`src/rtl/mips_prog_loader.sv`:
```
// Boot sequencer for the MIPS core: streams instruction words into
// instruction memory, then switches the core to run mode and releases reset.
`timescale 1ns/1ps
module mips_prog_loader #(
  parameter int ADDR_W     = 8,
  parameter int DATA_W     = 32,
  parameter int RST_CYCLES = 2
) (
  input  logic              clk,
  input  logic              reset,
  input  logic              start,
  input  logic              in_valid,
  output logic              in_ready,
  input  logic [DATA_W-1:0] in_data,
  input  logic              in_last,
  output logic              prog_mode,
  output logic [ADDR_W-1:0] prog_addr,
  output logic [DATA_W-1:0] prog_data,
  output logic              prog_we,
  output logic              cpu_reset,
  output logic              busy,
  output logic              done,
  output logic              error,
  output logic [ADDR_W:0]   word_count
);

  typedef enum logic [2:0] {
    S_IDLE,
    S_HOLD,
    S_LOAD,
    S_FLUSH,
    S_REL,
    S_RUN
  } state_t;

  localparam logic [ADDR_W:0] LAST_IDX = {1'b0, {ADDR_W{1'b1}}};
  localparam logic [3:0]      REL_LEN  = 4'(RST_CYCLES);

  state_t              r_state;
  logic [3:0]          r_cnt;
  logic                r_ready;
  logic                r_mode;
  logic [ADDR_W-1:0]   r_addr;
  logic [DATA_W-1:0]   r_data;
  logic                r_we;
  logic                r_cpu_rst;
  logic                r_busy;
  logic                r_done;
  logic                r_err;
  logic [ADDR_W:0]     r_wc;

  state_t              w_state;
  logic [3:0]          w_cnt;
  logic                w_ready;
  logic                w_mode;
  logic [ADDR_W-1:0]   w_addr;
  logic [DATA_W-1:0]   w_data;
  logic                w_we;
  logic                w_cpu_rst;
  logic                w_busy;
  logic                w_done;
  logic                w_err;
  logic [ADDR_W:0]     w_wc;
  logic                w_beat;
  logic                w_full;

  assign w_beat = in_valid & r_ready;
  assign w_full = (r_wc == LAST_IDX);

  // Output registers hold the values of the state being entered.
  always_comb begin
    w_state   = r_state;
    w_cnt     = r_cnt;
    w_ready   = r_ready;
    w_mode    = r_mode;
    w_addr    = r_addr;
    w_data    = r_data;
    w_we      = 1'b0;
    w_cpu_rst = r_cpu_rst;
    w_busy    = r_busy;
    w_done    = r_done;
    w_err     = r_err;
    w_wc      = r_wc;
    unique case (r_state)
      S_IDLE, S_RUN: begin
        if (start) begin
          w_state   = S_HOLD;
          w_cpu_rst = 1'b1;
          w_mode    = 1'b0;
          w_busy    = 1'b1;
          w_done    = 1'b0;
          w_err     = 1'b0;
          w_wc      = '0;
          w_ready   = 1'b0;
        end
      end
      S_HOLD: begin
        w_state   = S_LOAD;
        w_ready   = 1'b1;
        w_cpu_rst = 1'b0;
      end
      S_LOAD: begin
        if (w_beat) begin
          w_addr = r_wc[ADDR_W-1:0];
          w_data = in_data;
          w_we   = 1'b1;
          w_wc   = r_wc[ADDR_W] ? r_wc : r_wc + 1'b1;
          if (in_last || w_full) begin
            w_state = S_FLUSH;
            w_ready = 1'b0;
            w_err   = ~in_last;
          end
        end
      end
      S_FLUSH: begin
        w_state = S_REL;
        w_cnt   = '0;
      end
      S_REL: begin
        if (r_cnt == REL_LEN) begin
          w_state   = S_RUN;
          w_cpu_rst = 1'b0;
          w_done    = 1'b1;
          w_busy    = 1'b0;
        end else begin
          w_cnt     = r_cnt + 1'b1;
          w_cpu_rst = 1'b1;
          w_mode    = 1'b1;
        end
      end
      default: begin
        w_state   = S_IDLE;
        w_cpu_rst = 1'b1;
        w_mode    = 1'b0;
        w_ready   = 1'b0;
        w_busy    = 1'b0;
        w_done    = 1'b0;
      end
    endcase
  end

  always_ff @(posedge clk or negedge reset) begin
    if (!reset) begin
      r_state   <= S_IDLE;
      r_cnt     <= '0;
      r_ready   <= 1'b0;
      r_mode    <= 1'b0;
      r_addr    <= '0;
      r_data    <= '0;
      r_we      <= 1'b0;
      r_cpu_rst <= 1'b1;
      r_busy    <= 1'b0;
      r_done    <= 1'b0;
      r_err     <= 1'b0;
      r_wc      <= '0;
    end else begin
      r_state   <= w_state;
      r_cnt     <= w_cnt;
      r_ready   <= w_ready;
      r_mode    <= w_mode;
      r_addr    <= w_addr;
      r_data    <= w_data;
      r_we      <= w_we;
      r_cpu_rst <= w_cpu_rst;
      r_busy    <= w_busy;
      r_done    <= w_done;
      r_err     <= w_err;
      r_wc      <= w_wc;
    end
  end

  assign in_ready   = r_ready;
  assign prog_mode  = r_mode;
  assign prog_addr  = r_addr;
  assign prog_data  = r_data;
  assign prog_we    = r_we;
  assign cpu_reset  = r_cpu_rst;
  assign busy       = r_busy;
  assign done       = r_done;
  assign error      = r_err;
  assign word_count = r_wc;

endmodule

```
`config.mk`:
```
export PLATFORM = sky130hd
export DESIGN_NAME = mips_prog_loader
export DESIGN_NICKNAME = d
export VERILOG_FILES = /design/src/rtl/mips_prog_loader.sv
export SDC_FILE = /design/constraint.sdc
export NUM_CORES = 1
export LEC_CHECK = 0
export ABC_AREA = 1
export CAP_MARGIN = 0
export CORE_MARGIN = 10
export CORE_UTILIZATION = 40
export DETAILED_ROUTE_END_ITERATION = 10
export PLACE_DENSITY = 0.78
export SETUP_SLACK_MARGIN = 0.05
export SYNTH_ARGS = -nofsm -noshare
export SYNTH_HDL_FRONTEND = slang
export SYNTH_SLANG_ARGS = --single-unit
```
`constraint.sdc`:
```
create_clock -name clk -period 4.65 [get_ports clk]
set_clock_uncertainty 0.2 [all_clocks]
set_input_delay 0.93 -clock clk [delete_from_list [all_inputs] [get_ports clk]]
set_output_delay 0.93 -clock clk [all_outputs]
set_load 0.005 [all_outputs]
```
Yosys cells after proc, flatten, opt, wreduce, memory -nomap -nowiden
Index checks and enable logic that the tools add are counted.
W data, S select, Z words.
{"block": "word_totals", "word_cells": 80, "out_inout_bits": 56, "regBits": 63}
{"block": "op_classes", "n_bitwise": 5, "eq_ne": 13, "n_reduce_logical": 18, "addsub": 2, "mux": 29}
{"op": "$mux W9", "count": 3}
{"op": "$pmux W9 S2", "count": 1}
{"op": "$reduce_and A4 Y1", "count": 4}
{"op": "$pmux W3 S5", "count": 1}
{"op": "$mux W1", "count": 12}
{"op": "$mux W3", "count": 4}
{"op": "$ne A2 B2 Y1 const B", "count": 6}
{"op": "$add A9 B1 Y9 const B", "count": 1}
{"op": "$eq A9 B8 Y1 const B", "count": 1}
{"op": "$pmux W1 S3", "count": 3}
{"op": "$reduce_and A3 Y1", "count": 3}
{"op": "$pmux W1 S4", "count": 2}
{"op": "$pmux W4 S2", "count": 1}
{"op": "$eq A3 B2 Y1 const B", "count": 2}
{"op": "$eq A3 B3 Y1 const B", "count": 2}
{"op": "$reduce_and A2 Y1", "count": 3}
{"op": "$reduce_or A2 Y1", "count": 3}
{"op": "$add A4 B1 Y4 const B", "count": 1}
{"op": "$eq A4 B2 Y1 const B", "count": 1}
{"op": "$mux W4", "count": 1}
{"op": "$not A1 Y1", "count": 4}
{"op": "$reduce_bool A2 Y1", "count": 2}
{"op": "$eq A3 B1 Y1 const B", "count": 1}
{"op": "$logic_not A3 Y1", "count": 1}
{"op": "other kinds (4)", "count": 4}

Depth between registers and ports, before layout
Gate-level depths: netlist (run 1).
{"block": "logic_depth", "word_depth": 5, "ltp_mapped": 10, "mapped_depth_nobuf": 10}

Worst setup path after synthesis (run 1)
OpenSTA, ideal clock, no wires.
{"block": "synth_timing", "kind": "input port to flip-flop", "start": "in in_valid", "end": "reg r_err, in the netlist error", "required_ps": 4334, "path_stages": 6, "path_slack_ps": 2802, "arrival_time_ps": 1531, "setup_time_ps": 116, "path_cell_list": "nand2_1 > inv_1 > o21ai_0 > inv_1 > nand3_1 > nand2_1"}
{"block": "synth_between", "elab_chain_len": 3}
{"item": "start, declared", "line_no": "12", "rtl": "input logic in_valid,"}
{"item": "$and A1 B1 Y1", "line_no": "67", "rtl": "assign w_beat = in_valid & r_ready;"}
{"item": "$ne A2 B2 Y1 (no line)"}
{"item": "$reduce_and A4 Y1 (no line)"}
{"item": "end signal, assigned", "line_no": "167", "rtl": "r_err <= w_err;"}
{"item": "end, declared", "line_no": "49", "rtl": "logic r_err;"}
Every way passes these cells.
A chain may end at the register's enable or synchronous reset.

Worst setup path in the final report (run 1)
{"block": "layout_timing", "start": "in in_valid", "end": "reg r_data[23], in the netlist prog_data[23]"}
{"block": "layout_between", "elab_chain_len": 2}
{"item": "$and A1 B1 Y1", "line_no": "67"}
{"item": "$reduce_and A2 Y1 (no line)"}
{"item": "end signal, assigned", "line_no": "162", "rtl": "r_data <= w_data;"}
{"item": "end, declared", "line_no": "44", "rtl": "logic [DATA_W-1:0] r_data;"}
Every way passes these cells.

==> results of run 1 <==
[worst min-delay path by stage]
stage	startpoint	end	slack, ns
CTS	prog_data[15]	prog_data[15]	0.28
floorplan	error	error	0.26
global placement	prog_data[21]	prog_data[21]	0.26
detailed placement	prog_data[15]	prog_data[15]	0.26
global route	prog_data[17]	prog_data[17]	0.30
finish	prog_data[15]	prog_data[15]	0.28
[Yosys cell counts (all sizes together)]
cell	instances	area [µm²]
nand2	159	601.8
dfrtp	62	1551
inv	34	127.6
o21ai	29	145.1
nor2	17	76.32
nand3	16	90.09
buf	10	67.56
a21oi	4	20.02
ha	3	37.54
nand4	3	18.77
clkbuf	1	3.750
clkinv	1	3.750
dfstp	1	26.28
nand3b	1	7.510
nor3	1	5.000
nor3b	1	7.510
nor4	1	6.260
xor2	1	8.760
[worst reg2reg max path, delay by kind of cell (launching register included)]
family	cells	cell delay [ns]
flops	1	0.41
simple gates	4	0.59
buf+inv	4	1.30
[cell families after synthesis]
| group | synth area share |
|---|---|
| simple gates | 0.2899 |
| xor+xnor | 0.003123 |
| fa+ha+maj | 0.01338 |
| buf+inv | 0.07226 |
| compound gates | 0.05888 |
| flops | 0.5624 |
[cell usage in the layout (no fill, tap or decap)]
cell type        count
nand2_1            157
clkdlybuf4s50_1     91
dfrtp_1             62
inv_1               32
o21ai_0             22
nor2_1              14
nand3_1             14
clkbuf_8             9
o21ai_1              7
a21oi_1              4
nand4_1              3
ha_1                 3
inv_2                2
nand3_2              2
nand2_2              2
nor2_2               2
clkinvlp_4           2
bufinv_16            2
clkinv_2             2
buf_4                2
clkinv_1             1
nor2_4               1
xor2_1               1
nand3b_1             1
nor4_1               1
nor3_1               1
nor3b_1              1
clkbuf_1             1
dfstp_2              1
buf_2                1
[sequential cells by signal, summed over array words and instances, names as in the netlist]
| name | flops |
|---|---|
| in_ready | 1 |
| done | 1 |
| word_count | 9 |
| r_cnt | 4 |
| prog_data | 32 |
| busy | 1 |
| prog_addr | 8 |
| prog_we | 1 |
| r_state | 3 |
| prog_mode | 1 |
| error | 1 |
| cpu_reset | 1 |
[through the flow]
step / hold slack, ns / power, W / std cells / setup WS (ns) / area, µm²
3_3_place_gp: 0.2600 / 0.001715 / 524 / 1.568 / 3785
2_1_floorplan: 0.2636 / 0.001266 / 345 / 2.802 / 2805
4_1_cts: 0.2837 / 0.002262 / 540 / 1.849 / 3998
5_1_grt: 0.3027 / 0.002405 / 540 / 1.590 / 3998
3_5_place_dp: 0.2648 / 0.001739 / 524 / 1.493 / 3785
6_report: 0.2811 / 0.002234 / 540 / 1.834 / 3998
[layout make-up]
cell class              count  share of cell area
well taps                  96             0.03005
multi-input cells         236              0.2563
repair buffers             94              0.2329
flip-flops and latches     63              0.3947
inverters                  35             0.03286
clock inverters             6             0.02128
clock buffers              10             0.03192
[metal layers]
layer | global-route usage | up-vias
li1 | - | 1252
met1 | 0.1826 | 1112
met2 | 0.1973 | 90
met3 | 0.04213 | 11
met4 | 0.04175 | 0
met5 | 0 | -
[power by group]
part           switching (W)  internal [W]
Combinational       0.000414      0.000454
Sequential          0.000115      0.000742
Clock               0.000210      0.000300
Total               0.000738       0.00150
==> run_results.csv, run 1 <==
group,metric,value,unit
worst_setup_path,cp-endpoint,"prog_data[23]",
clocking,clockBufferDepth,2,
pwr,p_leak,1.960,nW
placement,place.gp.congestion,0.8347,
synthesis,synth_nets,385,
final_layout,multiInputGateArea,1025,µm²
clocking,cts_tree,"built",
drt,topRoutingLayerUsed,"met4",
worst_setup_path,slowest_delay,0.75,ns
worst_setup_path,cp_common_cell,"nand2_1",
timing,rsz0062_at_grt,"false",
clocking,post_cts_buffers,0,
floorplan,row_count,30,
synthesis,syn_inst,345,
floorplan,die_x,103.7,µm
drt,vias,2465,
pwr,peakVddDrop,0.3452,mV
drt,drt_iter0_markers,118,
clocking,cts.clk_slew.worst_paths,0.07,ns
clocking,numCtsBuffers,9,
worst_setup_path,r2r_slack,2.09,ns
floorplan,core_area,6794,µm²
drt,met2_length,3040,µm
drt,finalWirelength,7230,µm
drt,post_drt_wl_per_cell,13.39,µm
final_layout,utilization,0.5884,
floorplan,start_util,0.4129,
clocking,clk_latency,0.33,ns
global_routing,grt_pass1_vias,2420,
worst_setup_path,critical_path.cell_chain,"clkdlybuf4s50_1, nand2_1, inv_1, nand2_2, buf_4, inv_1, nand2_1, nand2_1",
global_routing,grt_pass1_wl,12020,µm
timing,relSlewSlack,0.3633,
min_path,hold_path_class,"register to register",
worst_setup_path,critPathLaunch,"in_valid",
global_routing,grt_overflow,0,
timing,slew_viol_final,0,
final_layout,register_area,1578,µm²
drt,antenna_left,0,
floorplan,dieArea,10760,µm²
synthesis,yosysSeqAreaShare,0.5624,
synthesis,ys_ff_latch,63,
synthesis,ys_types,26,
synthesis,synth.avg_cell_area,8.131,µm²
final_layout,fillerInstances,601,
worst_setup_path,worstPathMaxFanout,50,
drt,drt_pass1_iterations,4,
drt,vias_per_cell,4.565,
worst_setup_path,cp_top_family,"buffers and inverters",
pwr,power.density,558.9,nW/µm²
outcome,status,"complete, no violations",
drt,met1_length,3671,µm
final_layout,final_nets,479,
clocking,htreeDepth,3,
global_routing,antenna_found_initial,0,
floorplan,fp.dieH,103.7,µm
global_routing,grt_max_degree,51,
clocking,post_cts_resized,0,
worst_setup_path,critPathArrivalTime,2.88,ns
worst_setup_path,cp_slowest_cell,"inv_1",
worst_setup_path,reg2reg_depth,8,
min_path,min_path_cells,2,
placement,io_buffers,92,
clocking,cts-root-buf,"clkbuf_8",
timing,post-route-period-util,0.6056,
timing,hold_violations,0,
worst_setup_path,timing.rr.start,"r_state[0]",
job,drv_cap,0,
drt,drc,0,
worst_setup_path,critPathRequiredTime,4.72,ns
placement,dp.final_hpwl,5343,µm
timing,finalSetupViolCount,0,
worst_setup_path,rr_endpoint,"prog_data[23]",
timing,tightest_slew,0.9540,ns
timing,fmax,0.3551,GHz
floorplan,boundaryPins,93,
worst_setup_path,cp.depth,8,
worst_setup_path,worstSetupEndpointType,"register",
synthesis,yosys_warnings,0,
final_layout,antenna_cells,0,
global_routing,track_usage,0.1340,
final_layout,drive_gt1_frac,0.06306,
final_layout,areaGrowthSynthToFinish,42.51,%
timing,layout_min_cycle_time,2.816,ns
clocking,numClockSinks,63,
synthesis,syn_area,2805,µm²
worst_setup_path,start_kind,"primary input",
worst_setup_path,worstSetupPathType,"primary input to register",
drt,routed-wl-met3,425,µm
worst_setup_path,path_buf_inv,4,
timing,setup_tns,0,ns
clocking,ctsHoldBuffers,0,
Note: power is estimated with default switching activity, not from simulation.
==> run 2: changes to the inputs <==
clock period = 2.8 ns   (was 4.65 ns; I/O delays follow)
==> run 2 against run 1 <==
  * Global-route usage increased by 0.083 points
  * First-iteration DRC count rose by 19%
  * Combinational power is 67% higher
  * Critical path depth decreased by 7
  * Critical endpoint is now word_count[4]
  * Highest routed layer unchanged
==> run_results.csv, run 2 (synthesis results as in run 1) <==
group,metric,value,unit
outcome,status,"complete, no violations",
drt,vias_per_cell,4.559,
floorplan,fp.dieH,103.7,µm
global_routing,grt_overflow,0,
global_routing,grt_max_degree,49,
worst_setup_path,timing.rr.start,"r_state[0]",
worst_setup_path,r2r_slack,0.91,ns
clocking,clk_latency,0.34,ns
final_layout,antenna_cells,0,
timing,finalSetupViolCount,0,
clocking,clockBufferDepth,2,
pwr,p_leak,1.970,nW
worst_setup_path,cp_slowest_cell,"clkdlybuf4s50_1",
timing,rsz0062_at_grt,"false",
worst_setup_path,start_kind,"register",
placement,dp.final_hpwl,5443,µm
timing,hold_slack,0.2762,ns
final_layout,largest_reg_flops,32,
drt,vias,2471,
floorplan,dieArea,10760,µm²
clocking,numCtsBuffers,9,
drt,antenna_left,0,
drt,finalWirelength,7352,µm
global_routing,grt_pass1_vias,2467,
final_layout,drive_gt1_frac,0.06502,
clocking,post_cts_buffers,0,
final_layout,final_common_cell,"nand2_1",
floorplan,die_x,103.7,µm
worst_setup_path,cp-endpoint,"word_count[4]",
clocking,htreeDepth,3,
worst_setup_path,slowest_delay,0.56,ns
final_layout,fillerInstances,596,
final_layout,mostFrequentLayoutCells,"157 x nand2_1, 91 x clkdlybuf4s50_1, 62 x dfrtp_1",
worst_setup_path,critPathLaunch,"word_count[4]",
floorplan,core_area,6794,µm²
pwr,peakVddDrop,0.5024,mV
drt,drt_iter0_markers,141,
clocking,cts-root-buf,"clkbuf_8",
min_path,hold_path_class,"register to register",
worst_setup_path,critPathRequiredTime,2.04,ns
timing,setup_tns,0,ns
timing,post-route-period-util,0.7633,
worst_setup_path,worstSetupEndpointType,"output port",
worst_setup_path,rr_endpoint,"word_count[7]",
timing,slew_viol_final,0,
global_routing,antenna_found_initial,0,
worst_setup_path,critPathArrivalTime,1.38,ns
final_layout,areaGrowthSynthToFinish,42.86,%
final_layout,utilization,0.5899,
drt,post_drt_wl_per_cell,13.56,µm
clocking,post_cts_resized,0,
worst_setup_path,path_buf_inv,1,
drt,drc,0,
worst_setup_path,cp.depth,1,
global_routing,track_usage,0.1349,
timing,tightest_slew,0.5076,ns
placement,dp.cells,526,
global_routing,grt_pass1_wl,12050,µm
final_layout,final_nets,482,
clocking,ctsHoldBuffers,1,
timing,layout_min_cycle_time,2.137,ns
job,drv_cap,0,
worst_setup_path,worstPathMaxFanout,8,
worst_setup_path,worstSetupPathType,"register to output port",
clocking,cts.clk_slew.worst_paths,0.07,ns
final_layout,fin_cells,542,
placement,place_ws,0.6918,ns
worst_setup_path,reg2reg_depth,10,
floorplan,start_util,0.4129,
worst_setup_path,cp_top_family,"buffers and inverters",
timing,hold_violations,0,
placement,place.gp.congestion,0.8031,
timing,fmax,0.4679,GHz
worst_setup_path,critical_path.cell_chain,"clkdlybuf4s50_1",
placement,io_buffers,92,
timing,relSlewSlack,0.6580,
drt,drt_pass1_iterations,4,
timing,setup_slack,0.6628,ns
floorplan,boundaryPins,93,
floorplan,row_count,30,
pwr,power.density,911.8,nW/µm²
clocking,numClockSinks,63,
clocking,cts_tree,"built",
## run 2: per-layer routing
metal | GRT usage | share of wire | up-vias
met3 | 0.03346 | 0.045 | 7
met5 | 0 | 0 | -
met2 | 0.2081 | 0.44 | 74
met1 | 0.1777 | 0.51 | 1129
met4 | 0.05070 | 0.010 | 0
li1 | - | - | 1261
## run 2: report_power, final
group,switching (W),internal [W]
sequential,0.000183,0.00123
combinational,0.000689,0.000757
clock,0.000339,0.000454
total,0.00121,0.00244
## run 2: final cells by class
class	count	area (µm²)	share of cell area
Tap cell	96	120.1	0.02997
Clock inverter	3	42.54	0.01062
Sequential cell	63	1578	0.3937
Clock buffer	12	155.1	0.03871
Multi-Input combinational cell	236	1025	0.2557
Timing Repair Buffer	97	955.9	0.2385
Inverter	35	131.4	0.03278
## run 2: tightest hold or removal path, cell delays in order (launching register included)
cell and delay [ns]:
dfrtp_1 0.34, nand2_1 0.05, nand2_1 0.05
## run 2: through the flow
step,total power [W],cell area (µm²)
after floorplan,0.002103,2805
after global placement,0.002847,3800
after detailed placement,0.002901,3800
after CTS,0.003712,4008
after global routing,0.003929,4008
final,0.003654,4008
## run 2: worst min-delay path by stage
| stage | startpoint | end | slack, ns | cells past startpoint |
|---|---|---|---|---|
| after global routing | prog_data[20] | prog_data[20] | 0.30 | 2 |
| after detailed placement | reset | prog_data[16] | 0.18 | 1 |
| after global placement | reset | prog_data[16] | 0.18 | 1 |
| after floorplan | reset | busy | 0.06 | 0 |
| final | prog_data[21] | prog_data[21] | 0.28 | 2 |
| after CTS | prog_mode | prog_mode | 0.28 | 2 |
==> run 3: changes to the inputs <==
PLACE_DENSITY = 0.81   (was 0.78)
clock period = 1.9 ns   (was 2.8 ns; I/O delays follow)
==> run 3 against run 2 <==
  * Clock power increased by 26%
  * Cell count increased by 1.8%
  * Final area increased by 2.5%
  * Sequential power increased by 48%
  * Total power increased by 46%
  * Clock-buffer cell count decreased by 1
  * Global-route usage increased by 0.46 points
  * Hold slack improved by 0.0030 ns
  * Flip-flop and latch count unchanged
  * Via count increased by 3.0%
  * Routed wire length increased by 4.2%
  * Die area unchanged
  * Critical path type unchanged
==> run_results.csv, run 3 (synthesis results as in run 1) <==
group,metric,value,unit
pwr,seqPwrFrac,0.393,
pwr,p_switching,0.001828,W
floorplan,start_util,0.4129,
global_routing,grt_pass1_vias,2474,
timing,rsz0062_at_grt,"true",
worst_setup_path,critPathRequiredTime,1.32,ns
final_layout,antenna_cells,0,
drt,drc,0,
timing,fmax,0.5543,GHz
clocking,clockBufferDepth,2,
drt,drt_iter0_markers,157,
drt,met2_length,3404,µm
timing,setup_tns,0,ns
final_layout,utilization,0.6044,
placement,dp.cells,531,
final_layout,fillerInstances,587,
clocking,cts-root-buf,"clkbuf_8",
pwr,netSwitchingFraction,0.3419,
timing,relSlewSlack,0.7661,
pwr,power.density,1302,nW/µm²
clocking,numClockSinks,63,
drt,vias,2546,
clocking,cts_tree,"built",
pwr,combPwrFrac,0.419,
final_layout,drive_gt1_frac,0.08991,
final_layout,register_area,1579,µm²
drt,finalWirelength,7663,µm
clocking,cts.clk_slew.worst_paths,0.07,ns
drt,vias_per_cell,4.612,
clocking,numCtsBuffers,9,
job,drv_cap,0,
pwr,clkPwrFrac,0.188,
drt,antenna_left,0,
worst_setup_path,critical_path.cell_chain,"clkdlybuf4s50_1",
worst_setup_path,worstSetupEndpointType,"output port",
floorplan,core_area,6794,µm²
timing,hold_violations,0,
clocking,clk_latency,0.34,ns
placement,dp.final_hpwl,5592,µm
min_path,hold_path_class,"register to register",
placement,place_ws,0.02022,ns
timing,slew_viol_final,0,
pwr,p_int,0.003518,W
worst_setup_path,cp_slowest_cell,"clkdlybuf4s50_1",
pwr,peakVddDrop,0.7367,mV
floorplan,dieArea,10760,µm²
timing,finalSetupViolCount,0,
pwr,p_leak,2.113,nW
floorplan,fp.dieH,103.7,µm
final_layout,fin_cells,552,
timing,tightest_slew,0.3508,ns
global_routing,grt_max_degree,64,
final_layout,areaGrowthSynthToFinish,46.39,%
global_routing,grt_overflow,0,
floorplan,boundaryPins,93,
global_routing,track_usage,0.1395,
placement,io_buffers,92,
final_layout,multiInputGateArea,1027,µm²
final_layout,final_common_cell,"nand2_1",
worst_setup_path,worstPathMaxFanout,2,
floorplan,row_count,30,
global_routing,grt_pass1_wl,12480,µm
worst_setup_path,path_buf_inv,1,
drt,topRoutingLayerUsed,"met4",
timing,layout_min_cycle_time,1.804,ns
worst_setup_path,slowest_delay,0.51,ns
final_layout,mostFrequentLayoutCells,"156 x nand2_1, 82 x clkdlybuf4s50_1, 61 x dfrtp_1",
worst_setup_path,start_kind,"register",
timing,post-route-period-util,0.9495,
placement,place.gp.congestion,0.8989,
clocking,htreeDepth,3,
drt,met1_length,3712,µm
drt,drt_pass1_iterations,4,
worst_setup_path,worstSetupPathType,"register to output port",
global_routing,antenna_found_initial,0,
floorplan,die_x,103.7,µm
drt,routed-wl-met3,451,µm
worst_setup_path,cp_top_family,"buffers and inverters",
final_layout,final_nets,492,
worst_setup_path,critPathArrivalTime,1.22,ns
outcome,status,"complete, no violations",
drt,post_drt_wl_per_cell,13.88,µm
pwr,power,0.005346,W
final_layout,largest_reg_flops,32,
timing,setup_slack,0.09597,ns
-- run 3: cell types whose count changed in the layout (fill, tap and decap cells not counted), moves of 2 or more --
cell,change
clkdlybuf4s50_1,-9
buf_4,+6
dlygate4sd2_1,+5
buf_12,+4
dlymetal6s2s_1,+4
clkinv_2,+2
-- run 3: what timing repair did --
| item | CTS | global route |
|---|---|---|
| hold buffers | 1 | 0 |
| buffers inserted | 4 | 1 |
| pin swaps | 0 | 0 |
| setup endpoints to repair | 9 | 8 |
| endpoints found under the hold margin | 62 | 0 |
| gates resized for setup | 6 | 6 |
-- run 3: worst paths after layout --
check,start,endpoint,slack [ns],depth (start not counted)
max in group asynchronous,reset,cpu_reset,0.77,3
max,word_count[5],word_count[5],0.1,1
max reg2reg,r_state[2],word_count[6],0.19,9
min reg2reg,prog_data[17],prog_data[17],0.28,2
min in group asynchronous,reset,prog_data[18],0.38,3
min,prog_data[17],prog_data[17],0.28,2
-- run 3: routing by layer --
metal  global-route usage  up-vias
met5                    0        -
met2               0.2122      104
met3              0.04213       11
met4              0.04771        0
li1                     -     1280
met1               0.1837     1151
-- run 3: metrics by stage --
stage	area [µm²]	hold WS [ns]
finish	4106	0.2793
CTS	4086	0.2824
detailed placement	3887	0.2242
global route	4106	0.2944
floorplan	2805	-0.1156
global placement	3887	0.2138
-- run 3: cell type report --
cell class,count,area share
clock buffer,11,0.03443
tap,96,0.02925
sequential,63,0.3845
clock inverter,4,0.005484
timing repair buffer,107,0.2642
multi-input combinational,236,0.2502
inverter,35,0.03199
-- run 3: power by group through the flow --
stage	sequential, W	combinational [W]	clock, W
2_1_floorplan	0.00213	0.000965	0
3_3_place_gp	0.00209	0.00223	0
3_5_place_dp	0.00212	0.00228	0
4_1_cts	0.00210	0.00228	0.00104
5_1_grt	0.00215	0.00250	0.00109
6_report	0.00210	0.00224	0.00100
